**config.mk**
```make
export PLATFORM = sky130hd
export DESIGN_NAME = pair_index_sequencer
export DESIGN_NICKNAME = d
export VERILOG_FILES = /design/src/rtl/pair_index_sequencer.sv
export SDC_FILE = /design/constraint.sdc
export NUM_CORES = 1
export LEC_CHECK = 0
export CAP_MARGIN = 20
export CORE_UTILIZATION = 52
export CTS_CLUSTER_DIAMETER = 40
export DETAILED_ROUTE_END_ITERATION = 12
export GPL_TIMING_DRIVEN = 1
export PLACE_DENSITY_LB_ADDON = 0.2
export SLEW_MARGIN = 20
export SYNTH_ARGS = -nofsm -noshare
export SYNTH_HDL_FRONTEND = slang
export SYNTH_SLANG_ARGS = --single-unit
```
**constraint.sdc**
```tcl
create_clock -name clk -period 5.1 [get_ports clk]
set_input_delay 0.765 -clock clk [delete_from_list [all_inputs] [get_ports clk]]
set_output_delay 0.765 -clock clk [all_outputs]
set_load 0.005 [all_outputs]
```
**src/rtl/pair_index_sequencer.sv**
```systemverilog
// Index-pair responder for the pipeline controller: walks every (A,B) point pair with
// A ascending and B descending from N_POINTS-1 to A+1, and counts the results written back.
module pair_index_sequencer #(
    parameter int IDX_W    = 9,
    parameter int N_POINTS = 16,
    parameter int CNT_W    = 18
) (
    input  logic             clk,
    input  logic             start,
    input  logic             clear_Pipes,
    input  logic [1:0]       p1_En,
    input  logic             out_En,
    output logic [IDX_W-1:0] A_new,
    output logic [IDX_W-1:0] B_new,
    output logic [IDX_W-1:0] A_old,
    output logic             pair_valid,
    output logic             last_pair,
    output logic [CNT_W-1:0] result_count,
    output logic             all_done
);

    typedef enum logic [1:0] {IDLE, RUN, EXHAUSTED, DONE} state_t;

    localparam logic [IDX_W-1:0] B_FIRST = IDX_W'(N_POINTS - 1);
    localparam logic [IDX_W:0]   LAST_A  = (IDX_W+1)'(N_POINTS - 2);
    localparam logic [CNT_W-1:0] TOTAL   = CNT_W'(N_POINTS * (N_POINTS - 1) / 2);

    state_t           state, state_nx;
    logic [IDX_W-1:0] a_nx, b_nx, a_old_nx;
    logic             valid_nx, last_nx, done_nx;
    logic [CNT_W-1:0] cnt_nx, cnt_inc;
    logic [IDX_W:0]   a_ext, b_ext, a_plus1;
    logic             advance;

    assign advance = |p1_En;
    assign a_ext   = {1'b0, A_new};
    assign b_ext   = {1'b0, B_new};
    // Extended by one bit so A+1 cannot wrap at the top of the index range
    assign a_plus1 = a_ext + (IDX_W+1)'(1);
    assign cnt_inc = result_count + CNT_W'(1);

    always_comb begin
        state_nx = state;
        a_nx     = A_new;
        b_nx     = B_new;
        a_old_nx = A_old;
        valid_nx = pair_valid;
        cnt_nx   = result_count;
        done_nx  = all_done;

        if (start) begin
            state_nx = IDLE;
            a_nx     = '0;
            b_nx     = B_FIRST;
            a_old_nx = '0;
            valid_nx = 1'b0;
            cnt_nx   = '0;
            done_nx  = 1'b0;
        end else if (clear_Pipes) begin
            state_nx = RUN;
            a_nx     = '0;
            b_nx     = B_FIRST;
            a_old_nx = '0;
            valid_nx = 1'b1;
            cnt_nx   = '0;
            done_nx  = 1'b0;
        end else if (state == RUN || state == EXHAUSTED) begin
            if (state == RUN && advance) begin
                a_old_nx = A_new;
                if (b_ext > a_plus1) begin
                    b_nx = B_new - IDX_W'(1);
                end else if (a_ext < LAST_A) begin
                    a_nx = A_new + IDX_W'(1);
                    b_nx = B_FIRST;
                end else begin
                    valid_nx = 1'b0;
                    state_nx = EXHAUSTED;
                end
            end
            // Completion outranks exhaustion when both land on the same edge
            if (out_En && result_count != TOTAL) begin
                cnt_nx = cnt_inc;
                if (cnt_inc == TOTAL) begin
                    done_nx  = 1'b1;
                    state_nx = DONE;
                end
            end
        end

        last_nx = (state_nx == RUN) && ({1'b0, a_nx} == LAST_A) && (b_nx == B_FIRST);
    end

    always_ff @(posedge clk) begin
        state        <= state_nx;
        A_new        <= a_nx;
        B_new        <= b_nx;
        A_old        <= a_old_nx;
        pair_valid   <= valid_nx;
        last_pair    <= last_nx;
        result_count <= cnt_nx;
        all_done     <= done_nx;
    end

endmodule

```
[Yosys cells after proc, flatten, opt, wreduce, memory -nomap -nowiden]
Index checks and enable logic that the tools add are counted.
Storage, ports and cells
  memory bits (writable): 0
  ROM bits: 0
  bits in latches: 0
  memories: 0
  register bits after elaboration: 50
Cells by class
  reduce and logical (&&, ||, !) cells: 13
  multiplexer cells: 25
  add/subtract/negate cells: 4
  shift-type cells: 0
  equal/unequal tests: 9
  bitwise operators: 0
  order comparisons: 2
  multiply operators: 0
  divide/modulo/power cells: 0
Operator list (number)
  9-bit two-way mux: 12
  18-bit by 1-bit adder with 18-bit output, second input constant: 1
  18-bit by 7-bit == test with 1-bit output, second input constant: 1
  9-bit by 4-bit == test with 1-bit output, second input constant: 2
  18-bit by 7-bit inequality test with 1-bit output, second input constant: 1
  2-bit two-way mux: 8
  9-bit by 1-bit adder with 10-bit output, second input constant: 1
  9-bit by 10-bit greater-than comparator with 1-bit output: 1
  9-bit by 1-bit adder with 9-bit output, second input constant: 1
  9-bit by 4-bit less-than comparator with 1-bit output, second input constant: 1
  9-bit by 1-bit subtractor with 9-bit output, second input constant: 1
  1-bit two-way mux: 5
  2-bit by 1-bit == test with 1-bit output, second input constant: 2
  1-bit logical AND: 4
  2-bit inequality test, second input constant: 2
  2-bit AND reduction: 2
  4-bit AND reduction: 1
  2-bit nonzero test: 2
  2-bit OR reduction: 2
  3-bit AND reduction: 1
  2-bit == test, second input constant: 1
  1-bit logical OR: 1

[Logic depth before layout (Yosys ltp)]
  word-level depth: 12
  gate-level depth with buffers: 14
  depth with buffers taken out: 12

[Least setup slack after synthesis]
No wires, ideal clock.
  kind: flip-flop to flip-flop
  start point: register A_new[1]
  end point: register last_pair
  cell stages (with the launch flop): 15
  clock period less this slack: 3620 ps
  path buffers: 2
  arrival time: 3533 ps
  library setup time: 87 ps
  slack: 1480 ps
  required time: 5013 ps
  cells stage by stage: dfxtp_1 ha_1 and3_1 clkbuf_1 nand3_1 xor2_1 ha_1 nand3_1 o32a_1 o21a_1 clkbuf_1 nor3_1 a221o_1 nand4b_1 nor4b_2
Between the ends
  longest elaborated chain between the ends: 12
  elaborated cells between the ends (all ways): 29
  classes of those cells: 2 x add/sub; 2 x order compare; 3 x eq/ne; 20 x mux; 2 x reduce/logical
RTL lines
  start: declaration: RTL line 13  | output logic [IDX_W-1:0] A_new,
  start signal: assignment: RTL line 95  | A_new <= a_nx;
  9-bit by 1-bit adder with 10-bit output or 9-bit by 4-bit less-than comparator with 1-bit output (tied branches): RTL line 39, 72
  9-bit by 10-bit greater-than comparator with 1-bit output or 2-bit two-way mux (tied branches): RTL line 70, 72
  2-bit two-way mux: RTL line 70  | if (b_ext > a_plus1) begin
  2-bit two-way mux: RTL line 68  | if (state == RUN && advance) begin
  2-bit two-way mux: RTL line 83  | if (cnt_inc == TOTAL) begin
  2-bit two-way mux: RTL line 81  | if (out_En && result_count != TOTAL) begin
  2-bit two-way mux: RTL line 67  | end else if (state == RUN || state == EXHAUSTED) begin
  2-bit two-way mux: RTL line 59  | end else if (clear_Pipes) begin
  2-bit two-way mux: RTL line 51  | if (start) begin
  2-bit by 1-bit == test with 1-bit output: RTL line 90  | last_nx = (state_nx == RUN) && ({1'b0, a_nx} == LAST_A) && (b_nx == B_FIRST);
  1-bit logical AND: RTL line 90
  1-bit logical AND (*): RTL line 90
  named net last_nx: RTL line 30  | logic valid_nx, last_nx, done_nx;
  end signal: assignment: RTL line 99  | last_pair <= last_nx;
  end: declaration: RTL line 17  | output logic last_pair,
The timed path passes the listed nets; every way through them passes the cells marked *.
A chain may end at the register's enable or synchronous reset.

[Worst setup path after layout]
  start point: register A_new[0]
  end point: register last_pair
Same word-level chain as after synthesis.

==> results list <==
- Number of top-level pins: between 50 and 60
* Fraction of registers with async set/reset: 0%
- The clock passes through at most 2 buffers.
- Level count of the clock H-tree: 2
- Among all stages on the critical path, the largest delay is contributed by sky130_fd_sc_hd__nor3_1.
- The synthesized design contains 0 enable-type register cells.
* FILL cells: around 460
- Height of the die: ~76 um
* Slack of the worst reg-to-reg path: 0.99 ns
* Root buf cell: sky130_fd_sc_hd__clkbuf_8
- Number of stages on the worst hold path: 2
- In this run the tool buffered the top-level ports with 53 buffer cells.
- Number of warnings reported in the yosys synthesis log: 0
- The worst path needs 4.11 ns of the cycle, external delays included.
- Post_cts resized: 0
- Largest net degree at the start of global routing: 37
- The post-route netlist has 4.65% of its cells at a drive strength greater than 1.
- HPWL reported at the end of detailed placement: 5090 um
- Number of violations of the max-capacitance limit: 0
- The final layout contains 428 nets.
- Clk Latency, worst-skew pair: around 0.3 ns
- The detailed router placed roughly 2700 vias in this run.
- The detail route stage leaves a number of antenna-violating nets equal to 0.
* Average cell area after synthesis: approximately 7.9 sq um
* CP cell instances: ha_1, and3_1, nand3_1, xor2_1, ha_1, nand3_1, o32a_1, o21a_1, nor3_1, a221o_1, nand4b_1, nor4b_2
- STA puts the critical path data required time at roughly 5.3 ns.
* Worst hold start: A_old[5]$_SDFFE_PP0P_
- The worst setup path is captured at a flop.
* Final setup fails: 0
- The congestion estimate from routability-driven global placement came to 0.938.
- Portion of the post-synthesis area used by sequential elements: between 30% and 40%
- Highest fanout seen on the critical path: 13
- Final period util: between 80% and 90%
* Total Neg Setup Slack: 0 ns
* Post-CTS setup repair buffer count: 0
- The first global-routing pass estimated 11900 um of wire.
* Clock buffer count from CTS: 5
* Library cell occupying the most area in the post-synthesis netlist: sky130_fd_sc_hd__dfxtp_1
* Routed WL per cell: between 10 and 15 um
- The worst setup path is launched from a flop.
- Sink count of the clock tree: 50
- The cell area that synthesis handed to floorplanning was 0.00288 sq mm.
* DRC viols: 0
- Class of the worst hold path: flop to flop
* Die width: about 76 um
- Cell row count: 26
- Vias per cell: ~5.7
* Crit Path Class: flop to flop
- Flip-flop and latch count after synthesis: 50
* Total routed wirelength: approximately 7100 um
- Derived from the worst setup path, the maximum achievable clock frequency is about 240 MHz.
* Register-to-Register Path Depth: 12
- For this design the static power due to leakage is roughly 0.0012 uW.
- Max_slew headroom: a little under two fifths
- Initial antenna violation count: 0
* Critical path arrival: around 4.3 ns
- Cells taking the most area after synthesis: sky130_fd_sc_hd__dfxtp_1, sky130_fd_sc_hd__nand2_1, sky130_fd_sc_hd__ha_1
* Number of nets in the synthesized netlist: around 390
- Number of diodes: 0
- For the final database, setup skew stands at 0.00636 ns.
* Share of the core filled with cells: slightly below 70%
* Global route total overflow: 0
- In this run the critical register-to-register path is launched from A_new[0]$_DFF_P_.
* Result of the run: completed
* Clock transition at the registers of the reported paths: approximately 0.090 ns
* Crit path launch: A_new[0]$_DFF_P_
- Synth Instances: between 300 and 400
* Maximum cell stage delay along the critical path: a little over 0.8 ns
- IR analysis of the VDD net gives a maximum drop of 0.000122 V.
- Setup repair after global routing missed its margin: false
- The hold violation total from the final report came to 0.
* Post-synth top area share: 34.7%
* Synth Flop Type: sky130_fd_sc_hd__dfxtp_1
- Vias in the first global route: 2512
- Worst Max-Slew Pin Slew: a little over 0.9 ns
* Post-synth cell types: 52
- The die covers about 0.0058 sq mm.
- Tot GR Track Use: roughly a quarter
- Max-slew violation count: 0
* DRC violation total after the first TritonRoute iteration: 172
- The area growth from synthesis to layout is 24.3%.
- First-pass iteration count of the detailed router: 4
* Starting utilization of the core area: 55.0%
- TritonCTS built the clock tree.
* Core Region: about 0.0052 sq mm
- The number of hold buffers added after CTS was 0.
- Ratio of total power to cell area: 212 mW/mm^2
==> cells in the mapped netlist (5+ instances only) <==
cell type	instances
sky130_fd_sc_hd__dfxtp_1	50
sky130_fd_sc_hd__nand2_1	49
sky130_fd_sc_hd__nor2_1	44
sky130_fd_sc_hd__a21oi_1	18
sky130_fd_sc_hd__nand3_1	18
sky130_fd_sc_hd__xnor2_1	16
sky130_fd_sc_hd__clkbuf_1	15
sky130_fd_sc_hd__ha_1	14
sky130_fd_sc_hd__xor2_1	13
sky130_fd_sc_hd__inv_1	12
sky130_fd_sc_hd__and2_1	9
sky130_fd_sc_hd__o21ai_0	9
sky130_fd_sc_hd__and3_1	8
sky130_fd_sc_hd__a31oi_1	7
sky130_fd_sc_hd__nand4_1	6
sky130_fd_sc_hd__o211ai_1	6
sky130_fd_sc_hd__o31ai_1	6
sky130_fd_sc_hd__or4_1	6
sky130_fd_sc_hd__nor3_1	5
sky130_fd_sc_hd__or2_2	5
==> worst max-delay path: cells and delay by family (launching register included) <==
| family | cells | cell delay (ns) |
|---|---|---|
| XOR/XNOR | 1 | 0.17 |
| adder cells (fa/ha/maj) | 2 | 0.58 |
| AO/OA/AOI/OAI | 3 | 0.99 |
| AND/OR/NAND/NOR | 6 | 1.73 |
| flip-flops | 1 | 0.54 |
==> cells by family (layout without fill, tap and decap cells) <==
group | Yosys count | after routing | synth area share (%)
XOR/XNOR | 29 | 29 | 8.81
buffers and inverters | 30 | 74 | 3.95
flip-flops | 50 | 50 | 34.7
adder cells (fa/ha/maj) | 14 | 14 | 6.08
AND/OR/NAND/NOR | 173 | 173 | 30.2
multiplexers | 3 | 3 | 1.04
AO/OA/AOI/OAI | 66 | 66 | 15.2
==> where the power goes <==
part	internal [uW]	total (uW)	switching (uW)
Clock	209	338	129
Combinational	10.2	27.7	17.5
Sequential	392	393	1.45
Total	611	759	148
==> placed cells by master, fill, tap and decap left out, types with 12 or more instances in the layout <==
cell type                          n
sky130_fd_sc_hd__nand3_1          18
sky130_fd_sc_hd__ha_1             14
sky130_fd_sc_hd__clkdlybuf4s50_1  53
sky130_fd_sc_hd__xor2_1           13
sky130_fd_sc_hd__xnor2_1          16
sky130_fd_sc_hd__dfxtp_1          50
sky130_fd_sc_hd__a21oi_1          18
sky130_fd_sc_hd__nand2_1          49
sky130_fd_sc_hd__inv_1            12
sky130_fd_sc_hd__nor2_1           44
==> per-layer routing <==
layer	track usage, %	up-vias	wire, um
met5	0	-	0
met2	43.3	69	3490
li1	-	1374	-
met1	30.7	1293	3210
met4	8.85	0	102
met3	4.55	12	316
==> area by class of cell <==
cell class	count	area [sq um]	area share, %
inverter	12	45.0	1.26
sequential	50	1000	27.9
clock buffer	6	82.6	2.31
clock inverter	2	60.1	1.68
multi-input combinational	285	1770	49.4
timing repair buffer	54	538	15.0
tap	70	87.6	2.44
==> state kept, by name, summed over array words and instances, names as in the netlist <==
| register | flops |
|---|---|
| pair_valid | 1 |
| B_new | 9 |
| A_old | 9 |
| result_count | 18 |
| A_new | 9 |
| last_pair | 1 |
| all_done | 1 |
| state | 2 |
==> through the flow <==
stage               instance area, sq um  power [uW]  hold slack (ns)  std cells  worst slack [ns]
global placement                    3440         429            0.443        471              1.36
finish                              3580         759            0.458        479             0.993
global route                        3580         786            0.488        479             0.773
floorplan                           2880         419            0.453        365              1.48
CTS                                 3580         765            0.459        479              1.11
detailed placement                  3440         430            0.447        471              1.17
==> path summary, 6_finish.rpt <==
check                                to
setup / recovery      last_pair$_DFF_P_
setup reg to reg      last_pair$_DFF_P_
hold reg to reg   A_old[5]$_SDFFE_PP0P_
hold / removal    A_old[5]$_SDFFE_PP0P_
Power figures use the tool's default switching activity.
